[config.mk]
export PLATFORM = sky130hd
export DESIGN_NAME = goe_nport
export DESIGN_NICKNAME = d
export VERILOG_FILES = /design/src/rtl/goe_nport.sv
export SDC_FILE = /design/constraint.sdc
export NUM_CORES = 1
export LEC_CHECK = 0
export ABC_CLOCK_PERIOD_IN_PS = 3600
export CAP_MARGIN = 20
export CORE_AREA = 10 10 285 287
export CTS_BUF_LIST = sky130_fd_sc_hd__clkbuf_4
export CTS_CLUSTER_DIAMETER = 150
export DETAILED_ROUTE_END_ITERATION = 8
export DIE_AREA = 0 0 295 297
export PLACE_DENSITY = 0.47
export SLEW_MARGIN = 10
export SYNTH_ARGS = -nofsm -noshare
export SYNTH_HDL_FRONTEND = slang
export SYNTH_SLANG_ARGS = --single-unit
export TNS_END_PERCENT = 30
[constraint.sdc]
create_clock -name clk -period 3.6 [get_ports clk]
set_input_delay 0.36 -clock clk [delete_from_list [all_inputs] [get_ports clk]]
set_output_delay 0.36 -clock clk [all_outputs]
set_load 0.005 [all_outputs]
[src/rtl/goe_nport.sv]
// Generalised output engine: steers 134-bit UDA packets to one of N_PORTS egress ports or to all
// of them, dropping whole packets on bad port or backpressure, and keeps fwd/drop packet counts.
`timescale 1ns/1ps
module goe_nport #(
    parameter int N_PORTS  = 4,
    parameter int PORT_LSB = 112,
    parameter bit BCAST_EN = 1'b1
) (
    input  logic                   clk,
    input  logic                   rst,
    input  logic                   in_goe_data_wr,
    input  logic [133:0]           in_goe_data,
    input  logic                   in_goe_valid_wr,
    input  logic                   in_goe_valid,
    input  logic [N_PORTS-1:0]     in_port_alf,
    output logic [N_PORTS-1:0]     pktout_data_wr,
    output logic [N_PORTS*134-1:0] pktout_data,
    output logic [N_PORTS-1:0]     pktout_data_valid_wr,
    output logic [N_PORTS-1:0]     pktout_data_valid,
    output logic [31:0]            fwd_pkt_cnt,
    output logic [31:0]            drop_pkt_cnt
);

    localparam int         W          = 134;
    localparam logic [1:0] HEAD       = 2'b01;
    localparam logic [1:0] TAIL       = 2'b10;
    localparam logic [5:0] BCAST_PORT = 6'h3F;

    typedef enum logic [1:0] {IDLE, FWD, DROP} state_t;

    state_t               state, state_nxt;
    logic [N_PORTS-1:0]   dst_mask, dst_mask_nxt;
    logic                 drop_flag, drop_flag_nxt;

    logic [1:0]           word_type;
    logic [5:0]           outport;
    logic                 is_head, is_tail;
    logic [N_PORTS-1:0]   head_mask;
    logic                 head_ok;

    logic [N_PORTS-1:0]   wr_nxt, vwr_nxt, vld_nxt;
    logic [N_PORTS*W-1:0] data_nxt;
    logic                 fwd_inc, drop_inc;

    assign word_type = in_goe_data[133:132];
    assign outport   = in_goe_data[PORT_LSB+5:PORT_LSB];
    assign is_head   = in_goe_data_wr && (word_type == HEAD);
    assign is_tail   = in_goe_data_wr && (word_type == TAIL);

    // Head decode: an out-of-range port yields an empty mask, so it is rejected like backpressure.
    always_comb begin
        head_mask = '0;
        for (int i = 0; i < N_PORTS; i++) begin
            if (outport == 6'(i)) head_mask[i] = 1'b1;
        end
        if (BCAST_EN && (outport == BCAST_PORT)) head_mask = '1;
        head_ok = (head_mask != '0) && ((head_mask & in_port_alf) == '0);
    end

    always_ff @(posedge clk) begin
        if (rst) state <= IDLE;
        else     state <= state_nxt;
    end

    always_comb begin
        state_nxt = state;
        case (state)
            IDLE:    if (is_head) state_nxt = head_ok ? FWD : DROP;
            FWD:     if (is_head || is_tail) state_nxt = IDLE;
            DROP:    if (is_tail) state_nxt = IDLE;
            default: state_nxt = IDLE;
        endcase
    end

    // A head word seen in FWD closes the current packet; it never opens a new one.
    always_comb begin
        // NOTE: every output of this block gets a default first so no path can infer a latch.
        wr_nxt        = '0;
        dst_mask_nxt  = dst_mask;
        drop_flag_nxt = drop_flag;
        fwd_inc       = 1'b0;
        drop_inc      = 1'b0;
        case (state)
            IDLE: begin
                if (is_head) begin
                    if (head_ok) begin
                        dst_mask_nxt  = head_mask;
                        drop_flag_nxt = 1'b0;
                        wr_nxt        = head_mask;
                    end else begin
                        dst_mask_nxt  = '0;
                        drop_flag_nxt = 1'b1;
                        drop_inc      = 1'b1;
                    end
                end else if (is_tail) begin
                    drop_inc = 1'b1;
                end
            end
            FWD: begin
                if (in_goe_data_wr) begin
                    wr_nxt  = dst_mask;
                    fwd_inc = is_head || is_tail;
                end
            end
            default: ;
        endcase

        for (int i = 0; i < N_PORTS; i++) begin
            data_nxt[i*W +: W] = wr_nxt[i] ? in_goe_data : '0;
        end

        // The valid strobe uses the mask still held from the previous head, even when it
        // coincides with the next head word.
        vwr_nxt = (in_goe_valid_wr && !drop_flag) ? dst_mask : '0;
        vld_nxt = vwr_nxt & {N_PORTS{in_goe_valid}};
    end

    always_ff @(posedge clk) begin
        // NOTE: sequential state uses non-blocking assignments so every register samples
        // pre-edge values regardless of statement order.
        if (rst) begin
            dst_mask             <= '0;
            drop_flag            <= 1'b0;
            pktout_data_wr       <= '0;
            pktout_data          <= '0;
            pktout_data_valid_wr <= '0;
            pktout_data_valid    <= '0;
            fwd_pkt_cnt          <= '0;
            drop_pkt_cnt         <= '0;
        end else begin
            dst_mask             <= dst_mask_nxt;
            drop_flag            <= drop_flag_nxt;
            pktout_data_wr       <= wr_nxt;
            pktout_data          <= data_nxt;
            pktout_data_valid_wr <= vwr_nxt;
            pktout_data_valid    <= vld_nxt;
            if (fwd_inc && (fwd_pkt_cnt != '1))   fwd_pkt_cnt  <= fwd_pkt_cnt + 32'd1;
            if (drop_inc && (drop_pkt_cnt != '1)) drop_pkt_cnt <= drop_pkt_cnt + 32'd1;
        end
    end

endmodule

==> results.yml, run 1 <==
route:
  first_iter_violations: 601
  vias_per_cell: 4.15
  routed_wl_mm: 82.7
  vias: 16000
  drc: 0
  detail-route-antenna-nets: 0
  first_pass_iters: 5
  post_drt_wl_per_cell_um: 21.5
finish:
  drive_above_1_share_pct: 11.0
  fill_cells: 7463
  ff_latch_area_mm2: 0.0124
  final_area_mm2: 0.0305
  syn_to_final_growth_pct: 67.4
  multi_input_area_mm2: 0.00547
  nets: 2884
clocking:
  cts.sinks: 619
  cts_made_buffers: 169
  post_cts_resized: 0
  clkSlewWorstSetupHoldPaths_ns: 0.07
  cts_buffer_depth: 3
  ctsHtreeMaxLevel: 4
  cts_tree: "yes"
  clk_latency_ns: 0.99
  cts-root-buf: "clkbuf_4"
pwr:
  switching_share_pct: 23.7
  powerDensity_mw_per_mm2: 448
  combPwrFrac_pct: 3.9
  p_sw_mw: 3.24
  cellLeakagePower_nw: 11.4
  ir_drop_mv: 0.227
  clock_power_share_pct: 45.9
  p_int_mw: 10.4
  seqPwrFrac_pct: 50.2
timing:
  post-route-period-util_pct: 81.7
  drv_slew: 0
  fin_tns_setup_ns: 0
  layout_min_cycle_time_ns: 2.94
  finalHoldViolCount: 0
  max-slew-margin-rel_pct: 39.4
  timing.final.ws_setup_ns: 0.658
  skew_ns: 0.0899
  rsz0062_at_grt: "no"
  tightestPinTransition_ns: 0.910
  setup_viol: 0
  timing.fmax_ghz: 0.340
die:
  num_rows: 101
  chipHeight_um: 297
  initial_core_util_pct: 24.2
  core_mm2: 0.0754
  fp.dieArea_mm2: 0.0876
  dieWidth_um: 295
  boundaryPins: 755
synth:
  syn_area_mm2: 0.0182
  yosysWarningCount: 0
  synth_top_area_share_pct: 68.0
  syn_area_per_cell_um2: 10.4
  synthCells: 1757
  synth_seq_cells: 619
  synthArstFlopShare_pct: 0
  synth_top_cell_by_area: "dfxtp_1"
  synth_area_leaders: "dfxtp_1 (68%), nor2_1 (6.3%), and2_1 (5.5%)"
  seq_area_frac_synth_pct: 68.0
  ys_dominant_reg_cell: "dfxtp_1"
  synthesis.nets: 1902
  synth_edf_count: 0
  ys_types: 46
setup_path:
  end_kind: "register"
  crit_chain: "dlygate4sd3_1, clkdlybuf4s50_1, or4_1, o32a_1, nor4_4, nand3_1, o21ai_4, buf_12, buf_12, and2_1"
  path_max_fanout: 31
  critical_path.slowest_cell: "or4_1"
  cp.required_ns: 4.48
  cpPeakStageDelay_ns: 0.67
  cp.arrival_ns: 3.82
  crit_type: "input port to register"
  path_common_cell: "buf_12"
  start_kind: "input port"
hold_path:
  hp-class: "input port to register"
placement:
  dpl-instance-area_mm2: 0.0271
  port-buffer-count: 754
  place.gp.congestion: 0.832
  dp_worst_setup_slack_ns: 0.286
  hpwl_mm: 62.4
global_route:
  grt_pass1_wl_mm: 118
  grt_max_degree: 124
  overflow: 0
  antenna_found_initial: 7
  grt_pass1_vias: 16400
  grtUsageTotal_pct: 18.2
job:
  cap_violations: 0
outcome:
  status: "completed"
[sequential cells by signal, indices dropped and copies added (netlist names)]
signal / count
drop_pkt_cnt: 32
dst_mask: 4
fwd_pkt_cnt: 32
pktout_data_valid: 4
pktout_data_wr: 4
pktout_data: 536
drop_flag: 1
pktout_data_valid_wr: 4
state: 2
[power by group through the flow]
| stage | sequential, mW | clock, mW | combinational [mW] |
|---|---|---|---|
| after global placement | 7.01 | 0 | 0.415 |
| final | 6.85 | 6.27 | 0.537 |
| after detailed placement | 7.01 | 0 | 0.418 |
| after floorplan | 7.01 | 0 | 0.143 |
| after global routing | 6.85 | 6.92 | 0.581 |
| after CTS | 6.85 | 6.56 | 0.544 |
[kinds of logic after synthesis]
| kind of cell | after synthesis | synth area share (%) |
|---|---|---|
| flip-flops | 619 | 68.0 |
| adder cells (fa/ha/maj) | 2 | 0.137 |
| AO/OA/AOI/OAI | 81 | 2.67 |
| multiplexers | 11 | 0.672 |
| XOR/XNOR | 23 | 1.10 |
| AND/OR/NAND/NOR | 914 | 25.2 |
| buffers and inverters | 107 | 2.30 |
[synth_stat cells (all sizes together), types with 4 or more instances]
cell    count
nand2     159
a22oi       4
dfxtp     619
nor2b     144
a31oi       4
o21bai      4
or4        10
o31ai       7
and4        9
nor2      306
nor3       11
xnor2       4
nand3      25
and3b       5
buf        24
nor3b       5
and2      159
and3       17
nand4      26
xor2       19
mux2       10
nand2b      5
o21ai      24
nor4       10
inv         9
clkbuf     74
a21oi      27
or3        19
[worst max-delay path: cells and delay by family]
family	cells	cell delay, ns
AOI/OAI and AO/OA	2	0.70
and+or+nand+nor	4	1.34
buffers and inverters	4	1.41
[final timing paths]
check | from | end | slack [ns] | cells after the start
worst max-delay path | in_goe_data[115] | pktout_data[176]$_SDFF_PP0_ | 0.66 | 10
worst min-delay path | in_goe_data[0] | pktout_data[268]$_SDFF_PP0_ | 0.12 | 2
worst max register to register | drop_pkt_cnt[3]$_SDFFE_PP0P_ | drop_pkt_cnt[7]$_SDFFE_PP0P_ | 0.90 | 6
worst min register to register | state[0]$_SDFFE_PP0P_ | state[1]$_SDFFE_PP0P_ | 0.49 | 1
[stage by stage]
| stage | power (mW) | instances | util [%] | hold WS (ns) |
|---|---|---|---|---|
| after global placement | 7.42 | 3422 | 36.0 | 0.458 |
| after detailed placement | 7.43 | 3422 | 36.0 | 0.482 |
| final | 13.7 | 3845 | 40.5 | 0.125 |
| after floorplan | 7.15 | 1757 | - | 0.440 |
| after global routing | 14.4 | 3844 | 40.5 | -0.00115 |
| after CTS | 14.0 | 3836 | 40.4 | 0.000153 |
[final cells by class]
class / count / area share (%)
Sequential cell: 619 / 40.6
Timing Repair Buffer: 909 / 30.3
Multi-Input combinational cell: 1031 / 17.9
Clock buffer: 247 / 6.07
Tap cell: 978 / 4.01
Clock inverter: 43 / 0.918
Inverter: 9 / 0.111
Antenna cell: 9 / 0.0738
[placed cells by master, fill, tap and decap left out, types with 10 or more instances in the layout]
| cell type | instances |
|---|---|
| clkinv_1 | 29 |
| and2_1 | 159 |
| or3_1 | 19 |
| clkbuf_4 | 247 |
| nor3_1 | 11 |
| or4_1 | 10 |
| mux2_2 | 10 |
| nor2b_1 | 144 |
| nand2_1 | 159 |
| nand3_1 | 25 |
| and3_1 | 17 |
| nand4_1 | 26 |
| nor2_1 | 303 |
| buf_12 | 19 |
| buf_4 | 12 |
| clkdlybuf4s50_1 | 753 |
| o21ai_0 | 23 |
| a21oi_1 | 27 |
| dfxtp_1 | 619 |
| xor2_1 | 19 |
| dlygate4sd3_1 | 124 |
[routing by layer]
layer,share of wire (%),global-route usage [%],up-vias
met5,0.038,0,-
met4,2.6,6.68,4
met3,9.6,8.20,121
met2,51,32.5,560
met1,37,18.5,7587
li1,-,-,7683
[repair_timing]
item / 4_1_cts / 5_1_grt
setup endpoints to repair: 0 / 0
hold buffers: 124 / 0
setup buffers: 0 / 0
endpoints found under the hold margin: 506 / 0
Power figures use the tool's default switching activity.
==> inputs of run 2 (changes only) <==
- ABC_CLOCK_PERIOD_IN_PS: 3600 -> 2850
- clock period: 3.6 -> 2.85 ns (I/O delays scaled with it)
==> results.yml, run 2 (synthesis results as in run 1) <==
finish:
  syn_to_final_growth_pct: 70.4
  nets: 2937
  largest_register_ffs: 536
  reg.largest.list: "pktout_data x536, drop_pkt_cnt x32, fwd_pkt_cnt x32"
  multi_input_area_mm2: 0.00547
  top_register: "pktout_data"
  final_common_cell: "clkdlybuf4s50_1"
  ff_latch_area_mm2: 0.0124
  drive_above_1_share_pct: 12.6
  final_cell_mix: "clkdlybuf4s50_1 (753), dfxtp_1 (619), nor2_1 (303)"
  final_util_pct: 41.2
  fill_cells: 7393
global_route:
  met2_usage_pct: 32.4
  top_usage_layer: "met2"
  grt_use_met1_pct: 18.2
  grt_pass1_vias: 16600
  grtUsageMet3_pct: 8.16
  grtUsageTotal_pct: 18.2
  grt_max_degree: 91
  overflow: 0
  antenna_found_initial: 9
  grt_pass1_wl_mm: 117
setup_path:
  path_max_fanout: 33
  crit_type: "input port to register"
  cp.required_ns: 3.72
  reg2regPathDepth: 6
  reg2reg_from: "drop_pkt_cnt[14]$_SDFFE_PP0P_"
  start_kind: "input port"
  end_kind: "register"
  r2r_end: "drop_pkt_cnt[7]$_SDFFE_PP0P_"
  rrSetupSlack_ns: 0.32
  cp.arrival_ns: 3.56
outcome:
  status: "completed"
die:
  boundaryPins: 755
  num_rows: 101
  initial_core_util_pct: 24.2
  dieWidth_um: 295
  fp.dieArea_mm2: 0.0876
  core_mm2: 0.0754
  chipHeight_um: 297
route:
  post_drt_wl_per_cell_um: 21.2
  first_pass_iters: 5
  vias: 16100
  drc: 0
  vias_per_cell: 4.12
  first_iter_violations: 589
  detail-route-antenna-nets: 0
  routed_wl_mm: 82.8
pwr:
  ir_drop_mv: 0.242
  powerDensity_mw_per_mm2: 563
  cellLeakagePower_nw: 11.8
job:
  cap_violations: 0
placement:
  place.gp.congestion: 0.823
  hpwl_mm: 63.7
  port-buffer-count: 754
  dp_worst_setup_slack_ns: -0.227
timing:
  timing.final.ws_setup_ns: 0.160
  skew_ns: 0.0868
  max-slew-margin-rel_pct: 39.0
  post-route-period-util_pct: 94.4
  rsz0062_at_grt: "no"
  tightestPinTransition_ns: 0.913
  layout_min_cycle_time_ns: 2.69
  finalHoldViolCount: 0
  timing.fmax_ghz: 0.372
  drv_slew: 0
  setup_viol: 0
hold_path:
  min_delay_path_depth: 2
  min_to: "pktout_data[177]$_SDFF_PP0_"
  hp-class: "input port to register"
  min_from: "in_goe_data[43]"
clocking:
  cts_buffer_depth: 3
  cts_tree: "yes"
  cts-root-buf: "clkbuf_4"
  ctsHtreeMaxLevel: 4
  cts.sinks: 619
  cts_made_buffers: 171
  clkSlewWorstSetupHoldPaths_ns: 0.06
  clk_latency_ns: 0.98
  post_cts_resized: 0
-- run 2: how the worst max path moves through the flow --
stage                           from                           to  slack (ns)  cells past startpoint
floorplan           in_goe_data[114]  pktout_data[247]$_SDFF_PP0_        0.30                      9
global placement    in_goe_data[114]  pktout_data[163]$_SDFF_PP0_       -0.22                      9
global route        in_goe_data[114]  pktout_data[191]$_SDFF_PP0_        0.15                     10
finish              in_goe_data[114]  pktout_data[183]$_SDFF_PP0_        0.16                     10
CTS                 in_goe_data[114]  pktout_data[183]$_SDFF_PP0_        0.31                     10
detailed placement  in_goe_data[114]  pktout_data[165]$_SDFF_PP0_       -0.23                      9
-- run 2: worst max-delay path, cell delays in order --
cell	delay [ns]
dlygate4sd3_1	0.54
clkdlybuf4s50_1	0.44
or4_1	0.63
o32a_1	0.43
nor4_4	0.26
nand3_1	0.21
o21ai_4	0.23
buf_12	0.17
buf_12	0.18
and2_1	0.15
-- run 2: per-stage QoR --
step / instance area (µm²) / hold slack, ns / instances / power, mW / setup TNS, ns
after detailed placement: 27500 / 0.490 / 3464 / 9.40 / -52.36
final: 31100 / 0.133 / 3908 / 17.5 / 0
after floorplan: 18200 / 0.399 / 1757 / 9.03 / 0
after global routing: 31100 / 0.00879 / 3904 / 18.4 / 0
after CTS: 31000 / 0.00595 / 3898 / 17.9 / 0
after global placement: 27500 / 0.482 / 3464 / 9.40 / -53.96
-- run 2: power by group --
group	switching [mW]	leakage [nW]	internal (mW)	total, mW
Clock	3.81	1.32	4.31	8.12
Combinational	0.321	5.45	0.388	0.709
Sequential	0.00371	4.98	8.65	8.66
Total	4.14	11.8	13.3	17.5
-- run 2: per-layer routing --
layer | share of wire [%] | vias up
met2 | 51 | 588
met1 | 37 | 7561
met5 | 0.049 | -
met4 | 3.1 | 6
met3 | 9.5 | 133
li1 | - | 7798
-- run 2: repair_timing --
action                    4_1_cts  5_1_grt
hold endpoints to repair      588        0
hold buffers                  133        0
buffers inserted                0        0
-- run 2: cell type report --
cell class	count	share of cell area, %
inverters	9	0.109
clock buffers	255	6.16
repair buffers	960	31.3
clock inverters	46	0.979
flip-flops and latches	619	39.9
well taps	978	3.94
multi-input cells	1031	17.6
diodes	10	0.0805
==> inputs of run 3 (changes only) <==
- CORE_AREA: 10 10 285 287 -> 10 10 288 290
- DIE_AREA: 0 0 295 297 -> 0 0 298 300
- DONT_BUFFER_PORTS: unset -> 1
- PLACE_DENSITY: 0.47 -> 0.34
==> results.yml, run 3 (synthesis results as in run 1) <==
route:
  first_pass_iters: 5
  detail-route-antenna-nets: 0
  post_drt_wl_per_cell_um: 22.4
  routed_wl_mm: 73.8
  drc: 0
  vias_per_cell: 4.15
  vias: 13600
  first_iter_violations: 611
setup_path:
  end_kind: "register"
  cp.arrival_ns: 3.61
  path_max_fanout: 7
  reg2regPathDepth: 7
  start_kind: "input port"
  cp.required_ns: 3.74
  crit_type: "input port to register"
global_route:
  grt_pass1_vias: 14000
  overflow: 0
  antenna_found_initial: 9
  grt_max_degree: 93
  grt_pass1_wl_mm: 104
  grtUsageTotal_pct: 15.8
finish:
  final_common_cell: "dfxtp_1"
  final_cell_mix: "dfxtp_1 (619), nor2_1 (303), dlygate4sd3_1 (257)"
  nets: 2268
  syn_to_final_growth_pct: 33.7
  fill_cells: 8088
  reg.largest.list: "pktout_data x536, drop_pkt_cnt x32, fwd_pkt_cnt x32"
  top_register: "pktout_data"
  largest_register_ffs: 536
  drive_above_1_share_pct: 14.3
die:
  fp.dieArea_mm2: 0.0894
  boundaryPins: 755
  initial_core_util_pct: 23.7
  chipHeight_um: 300
  core_mm2: 0.0771
  dieWidth_um: 298
  num_rows: 102
clocking:
  cts.sinks: 619
  cts_buffer_depth: 3
  post-cts-setup-buffer-count: 0
  cts-root-buf: "clkbuf_4"
  cts_tree: "yes"
  cts_made_buffers: 166
  ctsHtreeMaxLevel: 4
  clk_latency_ns: 0.93
  clkSlewWorstSetupHoldPaths_ns: 0.06
placement:
  hpwl_mm: 52.9
  port-buffer-count: 0
  place.gp.congestion: 0.805
timing:
  tightestPinTransition_ns: 0.771
  layout_min_cycle_time_ns: 2.72
  max-slew-margin-rel_pct: 48.5
  fin_tns_setup_ns: 0
  post-route-period-util_pct: 95.4
  drv_slew: 0
  holdWs_ns: 0.147
  rsz0062_at_grt: "no"
  setup_viol: 0
  finalHoldViolCount: 0
  skew_ns: 0.0560
  timing.fmax_ghz: 0.368
pwr:
  ir_drop_mv: 0.331
  cellLeakagePower_nw: 9.38
  finalPower_mw: 17.1
  powerDensity_mw_per_mm2: 702
hold_path:
  hp-class: "input port to register"
  min_delay_path_depth: 2
job:
  cap_violations: 0
outcome:
  status: "completed"
==> run 3: cell types whose count changed in the layout (fill, tap and decap cells not counted), sizes merged <==
| cell | change |
|---|---|
| buf | -35 |
| inv | -2 |
| clkbuf | -11 |
| dlygate4sd3 | +124 |
| clkinvlp | +2 |
| clkdlybuf4s50 | -753 |
| clkinv | -5 |
==> run 3: path summary, 6_finish.rpt <==
path | start | end | slack [ns]
max reg2reg | fwd_pkt_cnt[23]$_SDFFE_PP0P_ | fwd_pkt_cnt[23]$_SDFFE_PP0P_ | 0.31
min reg2reg | state[0]$_SDFFE_PP0P_ | state[1]$_SDFFE_PP0P_ | 0.50
min | in_goe_data[75] | pktout_data[343]$_SDFF_PP0_ | 0.15
max | in_goe_data[114] | pktout_data[364]$_SDFF_PP0_ | 0.13
==> run 3: power breakdown <==
group,internal (mW),total (mW),switching (mW)
combinational,0.311,0.625,0.314
clock,4.12,7.82,3.71
sequential,8.65,8.66,0.00369
==> run 3: layout make-up <==
| type | instances | area [µm²] | area share [%] |
|---|---|---|---|
| sequential | 619 | 12400 | 50.8 |
| multi-input combinational | 1031 | 5470 | 22.4 |
| timing repair buffer | 296 | 3050 | 12.5 |
| clock buffer | 244 | 1830 | 7.52 |
| tap | 1040 | 1300 | 5.34 |
| clock inverter | 41 | 270 | 1.11 |
| inverter | 9 | 33.8 | 0.139 |
| antenna | 10 | 25.0 | 0.103 |
==> run 3: per-layer routing <==
metal,vias up,wire [µm],global-route usage (%),part of all wire [%]
met2,609,37600,27.7,51
li1,6450,-,-,-
met5,-,27,0,0.037
met1,6455,26100,15.4,35
met3,127,7700,8.30,10
met4,4,2330,6.52,3.2
==> run 3: critical path, stage by stage <==
cell	delay [ns]
dlygate4sd3_1	0.61
or4_1	0.64
buf_4	0.19
dlygate4sd3_1	0.56
o21ai_0	0.23
nand2_1	0.14
o21a_4	0.29
nor2b_1	0.11
dlygate4sd3_1	0.54
==> run 3: stage by stage <==
stage	utilization (%)	area, µm²	instances	setup slack (ns)
2_1_floorplan	-	18200	1757	0.295
3_3_place_gp	25.5	19600	2737	0.157
3_5_place_dp	25.5	19600	2737	0.145
4_1_cts	31.6	24300	3280	0.164
5_1_grt	31.6	24400	3287	0.102
6_report	31.6	24400	3290	0.130
==> run 3: timing repair <==
item / 4_1_cts / 5_1_grt
endpoints found under the hold margin: 619 / 0
hold buffers: 258 / 0
setup endpoints to repair: 0 / 3
resized for setup: 0 / 1
